<file path="src/rtl/vga_pkg.sv">
// Shared VGA 640x480@60 timing constants, scanner state enum and timing bundle.
// Colour-bar helper is used by the optional test-pattern build.
package vga_pkg;

    localparam int H_ACTIVE = 640;
    localparam int H_FP     = 16;
    localparam int H_SYNC   = 96;
    localparam int H_BP     = 48;
    localparam int H_TOTAL  = H_ACTIVE + H_FP + H_SYNC + H_BP;

    localparam int V_ACTIVE = 480;
    localparam int V_FP     = 10;
    localparam int V_SYNC   = 2;
    localparam int V_BP     = 33;
    localparam int V_TOTAL  = V_ACTIVE + V_FP + V_SYNC + V_BP;

    localparam int H_SYNC_START = H_ACTIVE + H_FP;
    localparam int H_SYNC_END   = H_SYNC_START + H_SYNC - 1;
    localparam int V_SYNC_START = V_ACTIVE + V_FP;
    localparam int V_SYNC_END   = V_SYNC_START + V_SYNC - 1;

    localparam int CNT_W = 10;
    localparam int BAR_W = 80;

    typedef enum logic [1:0] {
        ST_IDLE,
        ST_ARM,
        ST_SCAN
    } scan_state_t;

    typedef struct packed {
        logic [CNT_W-1:0] h;
        logic [CNT_W-1:0] v;
        logic             pix_en;
        logic             hsync;
        logic             vsync;
        logic             frame_wrap;
    } vga_tm_t;

    function automatic logic [23:0] bar_rgb(input logic [CNT_W-1:0] h);
        logic [23:0] c;
        if (h < CNT_W'(1 * BAR_W))      c = 24'hFFFFFF;
        else if (h < CNT_W'(2 * BAR_W)) c = 24'hFFFF00;
        else if (h < CNT_W'(3 * BAR_W)) c = 24'h00FFFF;
        else if (h < CNT_W'(4 * BAR_W)) c = 24'h00FF00;
        else if (h < CNT_W'(5 * BAR_W)) c = 24'hFF00FF;
        else if (h < CNT_W'(6 * BAR_W)) c = 24'hFF0000;
        else if (h < CNT_W'(7 * BAR_W)) c = 24'h0000FF;
        else                            c = 24'h000000;
        return c;
    endfunction

endpackage

</file>
<file path="src/rtl/vga_timing.sv">
// Free-running VGA timing: 25 MHz pixel tick from 50 MHz clk,
// h/v counters and raw (unregistered) active-low syncs.
module vga_timing
    import vga_pkg::*;
(
    input  logic    clk,
    input  logic    reset,
    output vga_tm_t tm
);

    logic             phase;
    logic [CNT_W-1:0] h_cnt;
    logic [CNT_W-1:0] v_cnt;
    logic             h_last;
    logic             v_last;

    assign h_last = (h_cnt == CNT_W'(H_TOTAL - 1));
    assign v_last = (v_cnt == CNT_W'(V_TOTAL - 1));

    always_ff @(posedge clk) begin
        if (!reset) begin
            phase <= 1'b0;
            h_cnt <= '0;
            v_cnt <= '0;
        end else begin
            phase <= ~phase;
            if (phase) begin
                if (h_last) begin
                    h_cnt <= '0;
                    v_cnt <= v_last ? '0 : v_cnt + 1'b1;
                end else begin
                    h_cnt <= h_cnt + 1'b1;
                end
            end
        end
    end

    always_comb begin
        tm.h          = h_cnt;
        tm.v          = v_cnt;
        tm.pix_en     = phase;
        tm.hsync      = !(h_cnt >= CNT_W'(H_SYNC_START) &&
                          h_cnt <= CNT_W'(H_SYNC_END));
        tm.vsync      = !(v_cnt >= CNT_W'(V_SYNC_START) &&
                          v_cnt <= CNT_W'(V_SYNC_END));
        tm.frame_wrap = phase & h_last & v_last;
    end

endmodule

</file>
<file path="src/rtl/vga_image_scanner.sv">
// Scans an image RAM window onto VGA with a one-pixel RGB/sync pipeline.
// Define VGA_TEST_PATTERN_EN for colour bars while not scanning.
module vga_image_scanner
    import vga_pkg::*;
#(
    parameter logic [31:0] IMG_BASE = 32'd0,
    parameter int          IMG_W    = 256,
    parameter int          IMG_H    = 256
) (
    input  logic        clk,
    input  logic        reset,
    input  logic        enable,
    input  logic [31:0] rdata,
    output logic [31:0] addr,
    output logic [7:0]  red,
    output logic [7:0]  green,
    output logic [7:0]  blue,
    output logic        hsync,
    output logic        vsync,
    output logic        frame_done
);

    localparam int          W_SHIFT = $clog2(IMG_W);
    localparam logic [31:0] W_LIM   = 32'(IMG_W);
    localparam logic [31:0] H_LIM   = 32'(IMG_H);

    vga_tm_t     tm;
    scan_state_t state;
    logic        in_win;
    logic [31:0] h32;
    logic [31:0] v32;
    logic [23:0] idle_rgb;
    logic [23:0] pix_rgb;
    logic [23:0] rgb_q;
    logic        unused_rdata;

    vga_timing u_timing (
        .clk   (clk),
        .reset (reset),
        .tm    (tm)
    );

    assign h32 = {{(32-CNT_W){1'b0}}, tm.h};
    assign v32 = {{(32-CNT_W){1'b0}}, tm.v};

    assign in_win = (state == ST_SCAN) && (h32 < W_LIM) && (v32 < H_LIM);

    // Row stride is a power of two, so v*IMG_W is a plain shift.
    assign addr = in_win ? IMG_BASE + (v32 << W_SHIFT) + h32 : IMG_BASE;

`ifdef VGA_TEST_PATTERN_EN
    assign idle_rgb = (tm.h < CNT_W'(H_ACTIVE) && tm.v < CNT_W'(V_ACTIVE))
                    ? bar_rgb(tm.h) : 24'h0;
`else
    assign idle_rgb = 24'h0;
`endif

    always_comb begin
        pix_rgb = idle_rgb;
        if (in_win)
            pix_rgb = {3{rdata[7:0]}};
        else if (state == ST_SCAN)
            pix_rgb = 24'h0;
    end

    assign unused_rdata = ^rdata[31:8];

    always_ff @(posedge clk) begin
        if (!reset) begin
            state      <= ST_IDLE;
            frame_done <= 1'b0;
        end else begin
            frame_done <= 1'b0;
            unique case (state)
                ST_IDLE: begin
                    if (enable)
                        state <= ST_ARM;
                end
                ST_ARM: begin
                    if (!enable)
                        state <= ST_IDLE;
                    else if (tm.frame_wrap)
                        state <= ST_SCAN;
                end
                ST_SCAN: begin
                    // A started frame always runs to its wrap.
                    if (tm.frame_wrap) begin
                        frame_done <= 1'b1;
                        if (!enable)
                            state <= ST_IDLE;
                    end
                end
                default: state <= ST_IDLE;
            endcase
        end
    end

    always_ff @(posedge clk) begin
        if (!reset) begin
            rgb_q <= 24'h0;
            hsync <= 1'b1;
            vsync <= 1'b1;
        end else if (tm.pix_en) begin
            rgb_q <= pix_rgb;
            hsync <= tm.hsync;
            vsync <= tm.vsync;
        end
    end

    assign red   = rgb_q[23:16];
    assign green = rgb_q[15:8];
    assign blue  = rgb_q[7:0];

endmodule

</file>
<file path="config.mk">
export PLATFORM = sky130hd
export DESIGN_NAME = vga_image_scanner
export DESIGN_NICKNAME = d
export VERILOG_FILES = /design/src/rtl/vga_pkg.sv /design/src/rtl/vga_timing.sv /design/src/rtl/vga_image_scanner.sv
export SDC_FILE = /design/constraint.sdc
export NUM_CORES = 1
export LEC_CHECK = 0
export CORE_ASPECT_RATIO = 0.5
export CORE_MARGIN = 1.5
export CORE_UTILIZATION = 29
export DETAILED_ROUTE_END_ITERATION = 10
export HOLD_SLACK_MARGIN = 0.12
export PLACE_DENSITY = 0.69
export SYNTH_ARGS = -nofsm -noshare
export SYNTH_HDL_FRONTEND = slang
export SYNTH_SLANG_ARGS = --single-unit
</file>
<file path="constraint.sdc">
create_clock -name clk -period 4.9 [get_ports clk]
set_input_delay 1.225 -clock clk [delete_from_list [all_inputs] [get_ports clk]]
set_output_delay 1.225 -clock clk [all_outputs]
set_load 0.1 [all_outputs]
</file>
==> results by group <==
Outcome
  • Status: finished, final reports clean

Clock network
  • Worst skew pair latency: 270 ps
  • Clock-pin slew on the worst setup and hold paths: around 50 ps
  • CTS resizes: 0
  • CTS tree: yes
  • Hold buffers post-CTS: 0
  • Clock Sinks: 34
  • H-tree Lvls: 2
  • Number of CTS-inserted buffers: 5
  • Root Driver: clkbuf_16
  • Setup Buffers After CTS: 0
  • Maximum root-to-sink buffer count: 2

STA
  • Slew margin rel.: 0.345
  • Fin Setup TNS: 0 ps
  • # setup viols final: 0
  • Final worst path period share: 0.741
  • Hold Vio Cnt, Final: 0
  • Fmax: between 200 and 300 MHz
  • Final worst-path setup slack: 1270 ps
  • Slew @ Worst Pin: ~1000 ps
  • Clock skew: ~4.6 ps
  • Final min period: between 3000 and 4000 ps
  • RSZ-0062 raised after global routing: false
  • Slew Viols, Final: 0

Drt
  • Antenna violation net count after detailed routing: 0
  • Routed length on met1: 2330 µm
  • Via count: 1771
  • Met2 Wirelength: approximately 2300 µm
  • Max layer used: met4
  • Vias per cell: 4.54
  • Final WL: about 4700 µm
  • DRC Markers: 0
  • Post-DR wirelength/cell: about 12 µm
  • 1st-iter DRT viols: 78
  • First-pass DRT Iterations: 4
  • Met3 Wirelength: ~130 µm

Worst setup path
  • CP Capture Type: output pin
  • Critical path arrival: around 2400 ps
  • CP Data Required Time: between 3000 and 4000 ps
  • Critical path class: reg -> out
  • CP Launch Type: register
  • Max Fanout on Critical Path: 9

Power and ir drop
  • Power Dens Cells: 244 nW/µm²
  • Worst IR Drop VDD: between 100 and 150 µV
  • LEAKAGE: between 0.0009 and 0.001 µW
  • Pwr Total: 665 µW

Die
  • Core Area: 7400 µm²
  • Die height: about 65 µm
  • Rows: 22
  • Die width: approximately 130 µm
  • Starting density of the core: 0.304
  • Die ar.: approximately 8300 µm²
  • Io pins: between 90 and 100

Synthesis
  • Synthesized cell area: approximately 2200 µm²
  • Post-Synthesis Cells: ~270
  • Post-synth EDFFs: 0
  • Register area share after synthesis: 0.303
  • Library cells used by synthesis: 48
  • Yosys warnings: 0
  • Main synth FF type: dfxtp_1
  • Count of state elements after synthesis: 34
  • Async set-or-reset flop fraction in the synthesized netlist: 0
  • Syn Area/Cell: 8.42 µm²

Finish
  • Commonest non-fill, non-tap cell in the layout: clkdlybuf4s50_1
  • Ant diodes: 0
  • Share of layout cells above drive strength 1: 0.122
  • Highest-count cells in the layout ignoring fill and taps: clkdlybuf4s50_1 (37), dfxtp_1 (34), nor2_1 (26)
  • Final #Nets: around 340
  • Final core utilization: 0.368
  • Area delta synth->final: 21.3%

Global route
  • Vias in the first global route: ~1500
  • GRT Overall Usage: 0.113
  • First-pass GRT wire length: about 7500 µm
  • Largest net degree at the start of global routing: 30
  • Total gr overflow: 0
  • Initial antenna violation count: 0

Hold path
  • Hold WC Path Type: reg -> reg

Run
  • Max_cap viols: 0

Placement
  • Gpl congestion: slightly above 0.8
  • DP Wirelength: approximately 3500 µm
  • PortBufs: 54
  • Post-Place Worst Slack: roughly 1600 ps
[through the flow]
step,cell area [µm²],instances,hold slack [ps]
floorplan,2310,281,418
global placement,2580,382,432
detailed placement,2580,382,433
CTS,2730,390,441
global route,2730,390,497
finish,2730,390,441
[registers in the layout, summed over array words and instances, names as in the netlist]
signal          count
u_timing.v_cnt     10
state               2
hsync               1
vsync               1
u_timing.h_cnt     10
rgb_q               8
frame_done          1
u_timing.phase      1
[final cells by class]
type / instances / area [µm²]
fill: 744 / 4680
clock inverter: 1 / 5.00
tap: 96 / 120
timing repair buffer: 55 / 505
clock buffer: 7 / 143
multi-input combinational: 191 / 1250
sequential: 34 / 681
inverter: 6 / 22.5
[worst max-delay path, stage by stage (launching register included)]
cell and delay (ps):
dfxtp_1 530, ha_1 250, inv_1 60, fa_1 460, or3_1 380, a21oi_1 150, buf_4 310
[synth_stat cells (2+ instances only)]
cell      instances  area, µm²
nand4b_1          3       26.3
nand2b_1         10       62.6
and3_1           10       62.6
a21boi_1          8       60.1
nor4_1            5       31.3
inv_1             6       22.5
clkbuf_2          2       10.0
nor3_1            5       25.0
o21ai_0           4       20.0
buf_6             2       22.5
nand3_1          17       85.1
xnor2_1          12        105
and4_1            3       26.3
dfxtp_1          34        681
xor2_1            7       61.3
buf_2             6       30.0
buf_4            35        263
and2_1            3       18.8
nor4_2            3       37.5
nand4_1           7       43.8
nor2_1           26       97.6
nand2_1          16       60.1
clkbuf_1          3       11.3
nor2b_1           3       18.8
or3_1             2       12.5
ha_1              6       75.1
nor4b_1           3       26.3
a21oi_1           6       30.0
[final timing paths]
check	endpoint	start	slack, ps	cells past startpoint
worst min register to register	state[0]$_SDFFE_PN0P_	state[0]$_SDFFE_PN0P_	440	1
worst max-delay path	addr[12]	u_timing.h_cnt[8]$_SDFFE_PN0P_	1270	6
worst min-delay path	state[0]$_SDFFE_PN0P_	state[0]$_SDFFE_PN0P_	440	1
worst max register to register	u_timing.v_cnt[7]$_SDFFE_PN0P_	u_timing.h_cnt[0]$_SDFFE_PN0P_	2920	5
[layer usage]
metal,global-route usage,vias to the layer above
met2,0.181,38
met1,0.154,813
met3,0.0244,2
li1,-,918
met5,0,-
met4,0.0341,0
[kinds of logic (layout without fill, tap and decap cells)]
family,Yosys count,in the layout,synth area share
fa+ha+maj,7,7,0.0423
compound gates,24,24,0.0751
simple gates,125,125,0.332
mux,1,1,0.00445
other cells,1,15,0.00167
flops,34,34,0.303
xor+xnor,19,19,0.0740
buf+inv,56,69,0.167
[report_power, final]
part           leakage (µW)  switching (µW)  total (µW)  internal, µW
combinational      0.000609            62.7        76.5          13.8
sequential         0.000275            2.19         282           279
clock             0.0000739             106         307           201
total              0.000958             171         665           494
Note: power is estimated with default switching activity, not from simulation.
